`src/rtl/wb_merge_pkg.sv`:
```
// wb_merge_pkg: shared writeback widths, zero-register constant and the
// writeback entry layout used by the ALU/MUL (and later LSU) writeback paths.
package wb_merge_pkg;
    localparam int WB_DATA_W = 32;
    localparam int WB_REG_W  = 5;
    localparam logic [WB_REG_W-1:0] ZERO_REG = 5'd0;
    typedef struct packed {
        logic                 writereg;
        logic [WB_REG_W-1:0]  regdest;
        logic [WB_DATA_W-1:0] wbvalue;
    } wb_entry_t;
endpackage

```
`src/rtl/wb_mul_fifo.sv`:
```
// wb_mul_fifo: in-order queue of multiplier results awaiting the register-file
// write port, with per-entry kill when a younger ALU write hits the same register.
module wb_mul_fifo
    import wb_merge_pkg::*;
#(
    parameter int DATA_W = WB_DATA_W,
    parameter int REG_W  = WB_REG_W,
    parameter int DEPTH  = 4
) (
    input  logic                   clock,
    input  logic                   reset,
    input  logic                   push_i,
    input  logic [REG_W-1:0]       push_reg_i,
    input  logic [DATA_W-1:0]      push_val_i,
    input  logic                   pop_i,
    input  logic                   kill_i,
    input  logic [REG_W-1:0]       kill_reg_i,
    output logic                   head_we_o,
    output logic [REG_W-1:0]       head_reg_o,
    output logic [DATA_W-1:0]      head_val_o,
    output logic [$clog2(DEPTH):0] count_o,
    output logic                   empty_o,
    output logic                   full_o
);
    localparam int PW = $clog2(DEPTH);

    logic [DEPTH-1:0]  we_q;
    logic [REG_W-1:0]  reg_q [DEPTH];
    logic [DATA_W-1:0] val_q [DEPTH];
    logic [PW-1:0]     wr_q, rd_q;
    logic [PW:0]       count_q;
    logic [DEPTH-1:0]  kill_vec;
    logic              accept;

    always_comb begin
        kill_vec = '0;
        for (int i = 0; i < DEPTH; i++)
            kill_vec[i] = kill_i && (reg_q[i] == kill_reg_i);
    end

    // a full queue still takes a push when the head leaves in the same cycle
    assign accept     = push_i && (!full_o || pop_i);
    assign head_we_o  = we_q[rd_q];
    assign head_reg_o = reg_q[rd_q];
    assign head_val_o = val_q[rd_q];
    assign count_o    = count_q;
    assign empty_o    = count_q == '0;
    assign full_o     = count_q == (PW+1)'(DEPTH);

    always_ff @(posedge clock or negedge reset) begin
        if (!reset) begin
            we_q    <= '0;
            wr_q    <= '0;
            rd_q    <= '0;
            count_q <= '0;
        end else begin
            we_q <= we_q & ~kill_vec;
            if (accept) begin
                we_q[wr_q] <= !(kill_i && (push_reg_i == kill_reg_i));
                wr_q       <= wr_q + 1'b1;
            end
            if (pop_i)
                rd_q <= rd_q + 1'b1;
            count_q <= count_q + (PW+1)'(accept) - (PW+1)'(pop_i);
        end
    end

    always_ff @(posedge clock) begin
        if (accept) begin
            reg_q[wr_q] <= push_reg_i;
            val_q[wr_q] <= push_val_i;
        end
    end
endmodule

```
`src/rtl/wb_merge.sv`:
```
// wb_merge: merges ALU (priority) and queued multiplier results onto one
// register-file write port. Define WB_MUL_BYPASS_EN to let an idle-path mul skip the queue.
module wb_merge
    import wb_merge_pkg::*;
#(
    parameter int DATA_W      = WB_DATA_W,
    parameter int REG_W       = WB_REG_W,
    parameter int FIFO_DEPTH  = 4,
    parameter int STALL_SLACK = 2
) (
    input  logic              clock,
    input  logic              reset,
    input  logic              alu_wb_oper,
    input  logic              alu_wb_writereg,
    input  logic [REG_W-1:0]  alu_wb_regdest,
    input  logic [DATA_W-1:0] alu_wb_wbvalue,
    input  logic              mul_wb_oper,
    input  logic              mul_wb_writereg,
    input  logic [REG_W-1:0]  mul_wb_regdest,
    input  logic [DATA_W-1:0] mul_wb_wbvalue,
    output logic              wb_rf_writereg,
    output logic [REG_W-1:0]  wb_rf_regdest,
    output logic [DATA_W-1:0] wb_rf_wbvalue,
    output logic              wb_iss_mulstall,
    output logic              wb_overflow
);
    logic                         alu_wr, mul_wr, bypass, push, pop;
    logic                         head_we, empty, full;
    logic [REG_W-1:0]             head_reg;
    logic [DATA_W-1:0]            head_val;
    logic [$clog2(FIFO_DEPTH):0]  count;
    logic                         we_q, ovf_q;
    logic [REG_W-1:0]             reg_q;
    logic [DATA_W-1:0]            val_q;

    assign alu_wr = alu_wb_oper && alu_wb_writereg && (alu_wb_regdest != REG_W'(ZERO_REG));
    assign mul_wr = mul_wb_oper && mul_wb_writereg && (mul_wb_regdest != REG_W'(ZERO_REG));
`ifdef WB_MUL_BYPASS_EN
    assign bypass = mul_wr && empty && !alu_wr;
`else
    assign bypass = 1'b0;
`endif
    assign push = mul_wr && !bypass;
    assign pop  = !alu_wr && !empty;

    wb_mul_fifo #(.DATA_W(DATA_W), .REG_W(REG_W), .DEPTH(FIFO_DEPTH)) u_fifo (
        .clock      (clock),
        .reset      (reset),
        .push_i     (push),
        .push_reg_i (mul_wb_regdest),
        .push_val_i (mul_wb_wbvalue),
        .pop_i      (pop),
        .kill_i     (alu_wr),
        .kill_reg_i (alu_wb_regdest),
        .head_we_o  (head_we),
        .head_reg_o (head_reg),
        .head_val_o (head_val),
        .count_o    (count),
        .empty_o    (empty),
        .full_o     (full)
    );

    always_ff @(posedge clock or negedge reset) begin
        if (!reset) begin
            we_q  <= 1'b0;
            reg_q <= '0;
            val_q <= '0;
            ovf_q <= 1'b0;
        end else begin
            we_q <= alu_wr || bypass || (pop && head_we);
            if (alu_wr) begin
                reg_q <= alu_wb_regdest;
                val_q <= alu_wb_wbvalue;
            end else if (bypass) begin
                reg_q <= mul_wb_regdest;
                val_q <= mul_wb_wbvalue;
            end else if (pop) begin
                reg_q <= head_reg;
                val_q <= head_val;
            end
            if (push && full && !pop)
                ovf_q <= 1'b1;
        end
    end

    assign wb_rf_writereg  = we_q;
    assign wb_rf_regdest   = reg_q;
    assign wb_rf_wbvalue   = val_q;
    assign wb_overflow     = ovf_q;
    assign wb_iss_mulstall = int'(count) >= FIFO_DEPTH - STALL_SLACK;
endmodule

```
`config.mk`:
```
export PLATFORM = sky130hd
export DESIGN_NAME = wb_merge
export DESIGN_NICKNAME = d
export VERILOG_FILES = /design/src/rtl/wb_merge_pkg.sv /design/src/rtl/wb_mul_fifo.sv /design/src/rtl/wb_merge.sv
export SDC_FILE = /design/constraint.sdc
export NUM_CORES = 1
export LEC_CHECK = 0
export ABC_AREA = 1
export BUFFER_PORTS_ARGS = -buffer_cell sky130_fd_sc_hd__buf_2
export CAP_MARGIN = 20
export CORE_UTILIZATION = 62
export CTS_BUF_LIST = sky130_fd_sc_hd__clkbuf_16
export CTS_CLUSTER_DIAMETER = 60
export CTS_CLUSTER_SIZE = 20
export DETAILED_ROUTE_END_ITERATION = 10
export GPL_TIMING_DRIVEN = 1
export MAX_ROUTING_LAYER = met4
export PLACE_DENSITY = 0.85
export SYNTH_ARGS = -nofsm -noshare
export SYNTH_HDL_FRONTEND = slang
export SYNTH_SLANG_ARGS = --single-unit
export TNS_END_PERCENT = 20
```
`constraint.sdc`:
```
create_clock -name clock -period 3.8 [get_ports clock]
set_input_delay 0.95 -clock clock [delete_from_list [all_inputs] [get_ports clock]]
set_output_delay 0.95 -clock clock [all_outputs]
set_load 0.02 [all_outputs]
```
==> impl_metrics.csv <==
group,metric,value,unit
layout,final_common_cell,"nand2_1",
global_route,grt_pass1_vias,5858,
critical_path,rr_worst_depth,10,
critical_path,crit_path_cell_trace,"buf_2 > nor2_8 > nand3_4 > nand3_1 > nand3_1 > inv_2",
clock_tree,cts-htree-levels,4,
critical_path,worst_path_most_repeated_cell,"nand3_1",
critical_path,worstReg2RegStart,"u_fifo.count_o[1]$_DFF_PN0_",
global_route,antenna_found_initial,2,
detailed_routing,drt_iter0_markers,525,
floorplan,die_height,119,um
layout,layout_common_cells,"nand2_1 (165), edfxtp_1 (148), buf_2 (119), nor2_1 (70), o21ai_0 (56)",
synth,synth_area_leader_cell,"edfxtp_1",
sta,timing.final.crit_period,2.45,ns
critical_path,slowest_stage,"inv_2",
critical_path,max_stage_delay,0.71,ns
detailed_routing,vias,5849,
min_path,hold_path.class,"in -> async",
sta,rsz0062_at_grt,"no",
sta,tightest_slew,0.949,ns
layout,fin_nets,913,
synth,yosysWarnings,0,
floorplan,die_area,14100,um2
placement,routabilityCongestion,0.898,
sta,slew_viol_final,0,
sta,max_clock_freq,408,MHz
synth,async_flop_share,25.3,%
synth,synth_seq_area_share,67.3,%
detailed_routing,wl_per_cell,18.4,um
clock_tree,cts_setup_buffers,0,
critical_path,criticalPathCategory,"in -> reg",
critical_path,critPathCaptureType,"flip-flop",
floorplan,core_area,13300,um2
synth,synthFlopType,"edfxtp_1",
layout,drive_gt1_share,25.2,%
critical_path,worstPathMaxFanout,38,
synth,yosys-top-cells-area,"edfxtp_1 (52%), dfrtp_1 (15%), nand2_1 (7.3%)",
synth,synth.top_cell.area_share,52.5,%
synth,syn_inst,719,
sta,whs,0.439,ns
clock_tree,cts-root-buf,"clkbuf_16",
clock_tree,clk_path_buf_depth,2,
synth,synth.distinct_cells,37,
power,p_leak,3.98,nW
run,drv_cap,0,
placement,dpl.hpwl,11500,um
clock_tree,clk_latency,0.44,ns
clock_tree,cts_tree,"yes",
synth,ys_ff_latch,198,
power,power.density,756,nW/um2
sta,fin_crit_sh,64.5,%
sta,finalSetupViolCount,0,
clock_tree,clkTransAtPathRegs,0.06,ns
global_route,grt_max_degree,78,
global_route,gr-usage-all-layers,29.0,%
clock_tree,cts_resized,0,
synth,synth_area_per_cell,11.8,um2
sta,finalHoldViolCount,0,
clock_tree,cts_sinks,198,
clock_tree,postCtsHoldBufs,0,
detailed_routing,vias_per_cell,5.76,
sta,slew_headroom,36.6,%
synth,synth_edf_count,148,
synth,netlist_area,8470,um2
placement,port_buffers,119,
layout,syn_to_final_growth,15.0,%
clock_tree,cts_buffers,17,
sta,fin_worst_skew,0.0130,ns
detailed_routing,first_pass_iters,5,
global_route,gr-total-overflow,0,
floorplan,die_w,119,um
critical_path,startpoint_type,"input pin",
critical_path,critPathArrivalTime,2.50,ns
placement,pre_cts_slack,0.935,ns
synth,synthesis.nets,807,
outcome,status,"finished, final reports clean",
detailed_routing,post-route-drc-count,0,
sta,tns,0,ns
critical_path,required,3.85,ns
detailed_routing,antenna_left,0,
critical_path,worstReg2RegEnd,"u_fifo.count_o[2]$_DFF_PN0_",
floorplan,row_count,42,
detailed_routing,wl,18700,um
sta,worst_slack,1.35,ns
critical_path,r2r_slack,1.53,ns
floorplan,io_pins,120,
power,vdd_ir_drop_max,0.000422,V
global_route,grt_pass1_wl,30000,um
floorplan,initial_utilization,63.7,%
==> cells by family after synthesis <==
group / after synthesis / share of synthesized area [%]
xor+xnor: 26 / 2.69
flops: 198 / 67.3
fa+ha+maj: 8 / 1.27
simple gates: 328 / 18.3
buf+inv: 65 / 4.32
compound gates: 94 / 6.15
==> cells in the mapped netlist (2+ instances only) <==
cell        n
a21oi_1     2
buf_12      2
buf_2      15
buf_4       5
buf_6       4
clkbuf_1   12
dfrtp_1    50
edfxtp_1  148
ha_1        7
inv_1      20
inv_2       4
nand2_1   165
nand2_2    16
nand2_4     2
nand3_1    46
nand3_2    21
nor2_1     70
o211ai_1    4
o21ai_0    56
o21ai_1     2
o22ai_1    28
xnor2_1    16
xor2_1     10
==> sequential cells by signal (all words and copies together) (netlist names) <==
signal / cells
u_fifo.rd_q: 2
wb_rf_regdest: 5
wb_rf_writereg: 1
u_fifo.reg_q: 20
u_fifo.val_q: 128
wb_rf_wbvalue: 32
u_fifo.we_q: 4
wb_overflow: 1
u_fifo.wr_q: 2
u_fifo.count_o: 3
==> critical path: cells and delay by family <==
family	cells	cell delay, ns
AND/OR/NAND/NOR	4	0.65
buffers and inverters	2	0.89
==> metrics by stage <==
stage	utilization [%]	std cells	cell area (um2)	power (mW)
detailed placement	68.4	982	9100	5.45
CTS	73.2	1014	9730	7.38
finish	73.2	1016	9740	7.37
global route	73.2	1016	9740	7.76
floorplan	-	719	8470	4.73
global placement	68.2	981	9070	5.31
==> worst max-delay path by stage <==
| stage | slack [ns] | depth (start not counted) | to | start |
|---|---|---|---|---|
| floorplan | 1.07 | 6 | u_fifo.reg_q[0][0]$_DFFE_PP_ | alu_wb_regdest[3] |
| global placement | 1.01 | 6 | u_fifo.val_q[0][17]$_DFFE_PP_ | alu_wb_regdest[2] |
| detailed placement | 0.94 | 6 | u_fifo.val_q[0][15]$_DFFE_PP_ | alu_wb_regdest[2] |
| CTS | 1.36 | 6 | u_fifo.val_q[0][15]$_DFFE_PP_ | alu_wb_regdest[2] |
| global route | 1.24 | 6 | u_fifo.val_q[3][21]$_DFFE_PP_ | alu_wb_regdest[2] |
| finish | 1.35 | 6 | u_fifo.val_q[0][21]$_DFFE_PP_ | alu_wb_regdest[2] |
==> where the power goes <==
part | internal [mW] | switching [mW] | total, mW
registers | 2.78 | 0.214 | 3.00
clock network | 1.16 | 0.757 | 1.92
logic | 0.769 | 1.68 | 2.45
==> per-layer routing <==
metal | vias to the layer above | GRT usage [%] | wire, um
li1 | 2688 | - | -
met1 | 2833 | 37.1 | 7620
met2 | 291 | 46.6 | 9400
met3 | 37 | 6.08 | 1270
met4 | 0 | 9.89 | 399
met5 | - | - | 0
==> layout make-up <==
cell class | instances | area, um2
Tap cell | 176 | 220
Clock buffer | 17 | 425
Sequential cell | 198 | 5700
Multi-Input combinational cell | 456 | 2400
Timing Repair Buffer | 126 | 668
Fill cell | 817 | 3560
Clock inverter | 15 | 210
Antenna cell | 2 | 5.00
Inverter | 26 | 108
No activity file was read; power rests on OpenSTA's default activity.
